$ cat src/rtl/isa_test_monitor.sv
// End-of-test monitor for ISA compliance runs: watches the fetch PC stream for the
// pass/fail trap signatures, enforces a cycle budget and latches a sticky verdict.
module isa_test_monitor #(
    parameter int unsigned             XLEN       = 32,
    parameter logic [XLEN-1:0]         PASS_PC    = 32'h0000_05f0,
    parameter logic [XLEN-1:0]         FAIL_PC    = 32'h0000_05dc,
    parameter int unsigned             SIG_OFFSET = 8,
    parameter int unsigned             HOLD_CNT   = 2,
    parameter int unsigned             HCNT_W     = 8,
    parameter int unsigned             CYC_W      = 32,
    parameter int unsigned             TIMEOUT    = 650
) (
    input  logic              clk,
    input  logic              rst_n,
    input  logic              start_i,
    input  logic              clear_i,
    input  logic [XLEN-1:0]   pc_i,
    input  logic              pc_valid_i,
    output logic [2:0]        state_o,
    output logic              done_o,
    output logic              pass_o,
    output logic              fail_o,
    output logic              timeout_o,
    output logic [CYC_W-1:0]  cycle_o,
    output logic [XLEN-1:0]   verdict_pc_o
);

    typedef enum logic [2:0] {
        ST_IDLE    = 3'd0,
        ST_RUN     = 3'd1,
        ST_PASS    = 3'd2,
        ST_FAIL    = 3'd3,
        ST_TIMEOUT = 3'd4
    } state_t;

    localparam logic [XLEN-1:0]   PASS_SIG = XLEN'(PASS_PC + XLEN'(SIG_OFFSET));
    localparam logic [XLEN-1:0]   FAIL_SIG = XLEN'(FAIL_PC + XLEN'(SIG_OFFSET));
    localparam logic [HCNT_W-1:0] HOLD_V   = HCNT_W'(HOLD_CNT);
    localparam logic              TO_EN    = (TIMEOUT != 0);
    localparam logic [CYC_W-1:0]  TO_LAST  = (TIMEOUT == 0) ? {CYC_W{1'b0}} : CYC_W'(TIMEOUT - 1);

    state_t            state_r;
    logic [HCNT_W-1:0] pass_cnt_r;
    logic [HCNT_W-1:0] fail_cnt_r;
    logic [CYC_W-1:0]  cyc_r;
    logic              done_r;
    logic              pass_r;
    logic              fail_r;
    logic              timeout_r;
    logic [CYC_W-1:0]  cycle_r;
    logic [XLEN-1:0]   verdict_pc_r;

    logic              hit_p_s;
    logic              hit_f_s;
    logic              hit_t_s;

    function automatic logic [HCNT_W-1:0] sat_inc_h(input logic [HCNT_W-1:0] v);
        return (&v) ? v : v + HCNT_W'(1);
    endfunction

    function automatic logic [CYC_W-1:0] sat_inc_c(input logic [CYC_W-1:0] v);
        return (&v) ? v : v + CYC_W'(1);
    endfunction

    // Verdict qualification uses the pre-edge hold counts, so an overshoot never fires.
    always_comb begin
        hit_p_s = 1'b0;
        hit_f_s = 1'b0;
        hit_t_s = 1'b0;
        if ((state_r == ST_RUN) && pc_valid_i) begin
            hit_p_s = (pass_cnt_r == HOLD_V) && (pc_i == PASS_SIG);
            hit_f_s = (fail_cnt_r == HOLD_V) && (pc_i == FAIL_SIG);
        end else begin
            hit_p_s = 1'b0;
            hit_f_s = 1'b0;
        end
        if (state_r == ST_RUN) begin
            hit_t_s = TO_EN && (cyc_r == TO_LAST);
        end else begin
            hit_t_s = 1'b0;
        end
    end

    // Run-control FSM with counters and registered verdict outputs.
    always_ff @(posedge clk or negedge rst_n) begin
        if (!rst_n) begin
            state_r      <= ST_IDLE;
            pass_cnt_r   <= {HCNT_W{1'b0}};
            fail_cnt_r   <= {HCNT_W{1'b0}};
            cyc_r        <= {CYC_W{1'b0}};
            done_r       <= 1'b0;
            pass_r       <= 1'b0;
            fail_r       <= 1'b0;
            timeout_r    <= 1'b0;
            cycle_r      <= {CYC_W{1'b0}};
            verdict_pc_r <= {XLEN{1'b0}};
        end else if (clear_i) begin
            state_r      <= ST_IDLE;
            pass_cnt_r   <= {HCNT_W{1'b0}};
            fail_cnt_r   <= {HCNT_W{1'b0}};
            cyc_r        <= {CYC_W{1'b0}};
            done_r       <= 1'b0;
            pass_r       <= 1'b0;
            fail_r       <= 1'b0;
            timeout_r    <= 1'b0;
            cycle_r      <= {CYC_W{1'b0}};
            verdict_pc_r <= {XLEN{1'b0}};
        end else begin
            case (state_r)
                ST_IDLE: begin
                    pass_cnt_r <= {HCNT_W{1'b0}};
                    fail_cnt_r <= {HCNT_W{1'b0}};
                    cyc_r      <= {CYC_W{1'b0}};
                    if (start_i) begin
                        state_r <= ST_RUN;
                    end else begin
                        state_r <= ST_IDLE;
                    end
                end
                ST_RUN: begin
                    cyc_r   <= sat_inc_c(cyc_r);
                    cycle_r <= cyc_r;
                    if (pc_valid_i) begin
                        pass_cnt_r <= (pc_i >= PASS_PC) ? sat_inc_h(pass_cnt_r) : {HCNT_W{1'b0}};
                        fail_cnt_r <= (pc_i >= FAIL_PC) ? sat_inc_h(fail_cnt_r) : {HCNT_W{1'b0}};
                    end else begin
                        pass_cnt_r <= pass_cnt_r;
                        fail_cnt_r <= fail_cnt_r;
                    end
                    if (hit_p_s) begin
                        state_r      <= ST_PASS;
                        done_r       <= 1'b1;
                        pass_r       <= 1'b1;
                        verdict_pc_r <= pc_i;
                    end else if (hit_f_s) begin
                        state_r      <= ST_FAIL;
                        done_r       <= 1'b1;
                        fail_r       <= 1'b1;
                        verdict_pc_r <= pc_i;
                    end else if (hit_t_s) begin
                        state_r      <= ST_TIMEOUT;
                        done_r       <= 1'b1;
                        timeout_r    <= 1'b1;
                        verdict_pc_r <= pc_valid_i ? pc_i : {XLEN{1'b0}};
                    end else begin
                        state_r <= ST_RUN;
                    end
                end
                ST_PASS, ST_FAIL, ST_TIMEOUT: begin
                    state_r <= state_r;
                end
                default: begin
                    state_r <= ST_IDLE;
                end
            endcase
        end
    end

    assign state_o      = state_r;
    assign done_o       = done_r;
    assign pass_o       = pass_r;
    assign fail_o       = fail_r;
    assign timeout_o    = timeout_r;
    assign cycle_o      = cycle_r;
    assign verdict_pc_o = verdict_pc_r;

endmodule

$ cat config.mk
export PLATFORM = sky130hd
export DESIGN_NAME = isa_test_monitor
export DESIGN_NICKNAME = d
export VERILOG_FILES = /design/src/rtl/isa_test_monitor.sv
export SDC_FILE = /design/constraint.sdc
export NUM_CORES = 1
export LEC_CHECK = 0
export ABC_AREA = 1
export CAP_MARGIN = 30
export CORE_UTILIZATION = 59
export CTS_CLUSTER_SIZE = 40
export DETAILED_ROUTE_END_ITERATION = 12
export PLACE_DENSITY_LB_ADDON = 0.3
export SYNTH_ARGS = -nofsm -noshare
export SYNTH_HDL_FRONTEND = slang
export SYNTH_SLANG_ARGS = --single-unit
$ cat constraint.sdc
create_clock -name clk -period 4.4 [get_ports clk]
set_input_delay 0.66 -clock clk [delete_from_list [all_inputs] [get_ports clk]]
set_output_delay 0.66 -clock clk [all_outputs]
set_load 0.1 [all_outputs]
==> results.json <==
{
  "status": "finished clean",
  "powerDensity_nw_per_um2": 306,
  "yosys-top-cells-area": "dfrtp_1 43%, nand2_1 14%, nand3_1 8.7%",
  "synth_edf_count": 0,
  "fp.dieH_microns": 110,
  "cts_sinks": 119,
  "regToRegEndpoint": "fail_cnt_r[4]",
  "clk_latency_ps": 430,
  "worst_setup_path_start_kind": "flip-flop",
  "post-route-min-period_ps": 2720,
  "max-vdd-ir-drop_uv": 260,
  "use_met2_pct": 53.1,
  "grt_max_degree": 63,
  "yosysTopAreaCell": "dfrtp_1",
  "clk_path_buf_depth": 2,
  "drive_gt1_share_pct": 8.74,
  "arrival_ps": 2060,
  "clockRootBuffer": "clkbuf_16",
  "sw_frac_of_total_pct": 22.6,
  "met1_usage_pct": 43.5,
  "path_depth": 1,
  "clkPwrFrac_pct": 51.6,
  "slew_headroom_pct": 30.2,
  "intPower_mw": 2.04,
  "finalSetupViolCount": 0,
  "syn_area_sq_um": 6920,
  "r2r_slack_ps": 1890,
  "cts_made_buffers": 17,
  "critPathKind": "reg -> out",
  "htree_levels": 4,
  "slowest_stage": "clkdlybuf4s50_1",
  "max_stage_delay_ps": 1210,
  "hold_ws_ps": 299,
  "p_leak_nw": 3.85,
  "end_kind": "primary output",
  "clk_pin_slew_ps": 60,
  "initial_core_util_pct": 60.6,
  "drtPass1Iterations": 6,
  "nets": 1073,
  "postCtsSetupBuffers": 0,
  "vias": 6787,
  "cp_max_fo": 5,
  "die_area_sq_um": 12200,
  "path_delay_family": "buffers and inverters",
  "num_antenna_cells": 0,
  "switchingPower_mw": 0.595,
  "rsz0062_at_grt": "no",
  "synthCells": 936,
  "fin_crit_sh_pct": 61.9,
  "regToRegStartpoint": "state_o[2]",
  "critPathBufInv": 1,
  "num_rows": 39,
  "fillCellCount": 865,
  "tightest_slew_ps": 1040,
  "numPlacedInstances": 1154,
  "vias_per_cell": 5.73,
  "syn2layout_area_growth_pct": 24.5,
  "die_x_microns": 110,
  "fin_tns_setup_ps": 0,
  "ctsResizeCount": 0,
  "power_mw": 2.63,
  "crit_chain": "clkdlybuf4s50_1",
  "async_reset_ff_share_pct": 100,
  "syn_nets": 979,
  "skew_ps": 12.4,
  "wl_mm": 19.5,
  "crit_required_ps": 3740,
  "place_hpwl_mm": 13.2,
  "yosysMostFrequentCell": "nand2_1",
  "fmax_mhz": 367,
  "synth_cell_types": 39,
  "drc": 0,
  "synth_top_area_share_pct": 43.0,
  "antenna_found_initial": 0,
  "post_drt_wl_per_cell_microns": 16.4,
  "ant_nets": 0,
  "gp_congestion": 0.992,
  "synthesis.area_per_instance_sq_um": 7.39,
  "worstSetupStartpoint": "state_o[0]",
  "p_seq_share_pct": 41.9,
  "overflow": 0,
  "synth_seq_area_share_pct": 43.0,
  "endpoint": "state_o[0]",
  "drt_iter0_markers": 615,
  "hold_viol_final": 0,
  "combPwrFrac_pct": 6.5,
  "io_buffer_count": 107,
  "finalMaxSlewViolations": 0,
  "synthFlopType": "dfrtp_1",
  "synth_warnings": 0,
  "grtUsageMet3_pct": 7.47,
  "r2r_cells": 9,
  "drv_cap": 0,
  "grtUsageTotal_pct": 33.5,
  "core_area_sq_um": 11400,
  "grt_pass1_wl_mm": 30.7,
  "synth_common_cells": "253 x nand2_1, 120 x nand3_1, 119 x dfrtp_1",
  "synth.ff_latch_count": 119,
  "cts_tree": "yes",
  "hold_buffers": 0,
  "ios": 108,
  "grt_pass1_vias": 6307,
  "fin_cells": 1184,
  "hp-class": "in -> async",
  "grt_busiest_layer": "met2"
}
-- cells by family after synthesis --
family,count (synthesis),share of synthesized area [%]
simple gates,596,39.9
buf+inv,119,7.21
flops,119,43.0
compound gates,85,7.36
xor+xnor,11,1.39
fa+ha+maj,6,1.08
-- state kept, by name, summed over array words and instances, names as in the netlist --
signal        cells
cycle_o          32
pass_o            1
fail_cnt_r        8
state_o           3
done_o            1
cyc_r            32
fail_o            1
verdict_pc_o     32
timeout_o         1
pass_cnt_r        8
-- cell usage in the layout (no fill, tap or decap), types with 2 or more instances in the layout --
| cell | instances |
|---|---|
| clkbuf_16 | 17 |
| o21bai_1 | 2 |
| nor3_1 | 22 |
| nand2_1 | 253 |
| o22ai_1 | 2 |
| nand3b_1 | 34 |
| nor2_1 | 114 |
| inv_2 | 11 |
| o21ai_2 | 16 |
| xor2_1 | 8 |
| o31ai_1 | 2 |
| nand2_2 | 4 |
| bufinv_16 | 2 |
| inv_1 | 65 |
| nand3_1 | 120 |
| nand3_2 | 13 |
| nand4_1 | 23 |
| nor2_4 | 3 |
| a21oi_1 | 6 |
| clkinv_2 | 2 |
| nor2_2 | 3 |
| dfrtp_1 | 119 |
| o21ai_0 | 45 |
| clkbuf_1 | 6 |
| xnor2_1 | 3 |
| ha_1 | 6 |
| o21ai_1 | 7 |
| clkbuf_8 | 4 |
| o21a_1 | 2 |
| clkdlybuf4s50_1 | 106 |
| nor3_2 | 3 |
| buf_4 | 8 |
-- layer usage --
layer | wire length [microns] | part of all wire [%] | up-vias
met5 | 0 | 0 | -
met4 | 669 | 3.4 | 0
met3 | 1610 | 8.3 | 53
met2 | 9120 | 47 | 320
met1 | 8060 | 41 | 3156
li1 | - | - | 3258
-- cell type report --
class                           instances  area [sq um]  area share [%]
Clock buffer                           27           503            5.84
Clock inverter                          3          65.1           0.755
Inverter                               79           300            3.48
Multi-Input combinational cell        698          3450            40.1
Sequential cell                       119          2980            34.6
Tap cell                              143           179            2.08
Timing Repair Buffer                  115          1140            13.2
-- how the worst min path moves through the flow --
| stage | to | slack (ps) | cells past startpoint |
|---|---|---|---|
| floorplan | cyc_r[0] | 360 | 0 |
| global placement | timeout_o | 470 | 2 |
| detailed placement | timeout_o | 490 | 2 |
| CTS | verdict_pc_o[3] | 330 | 1 |
| global route | verdict_pc_o[3] | 360 | 1 |
| finish | verdict_pc_o[3] | 300 | 1 |
-- power by group through the flow --
stage | registers, mW | logic, mW | clock network, mW
2_1_floorplan | 1.13 | 0.0770 | 0
3_3_place_gp | 1.12 | 0.169 | 0
3_5_place_dp | 1.12 | 0.171 | 0
4_1_cts | 1.10 | 0.172 | 1.36
5_1_grt | 1.10 | 0.188 | 1.41
6_report | 1.10 | 0.172 | 1.36
-- per-stage QoR --
stage                     cell area [sq um]  util (%)  setup WS (ps)
after floorplan                        6920         -           2170
after CTS                              8620      75.5           1680
after global routing                   8620      75.5           1450
after detailed placement               8050      70.5           1300
after global placement                 8050      70.5           1440
final                                  8620      75.5           1680
Note: power is estimated with default switching activity, not from simulation.
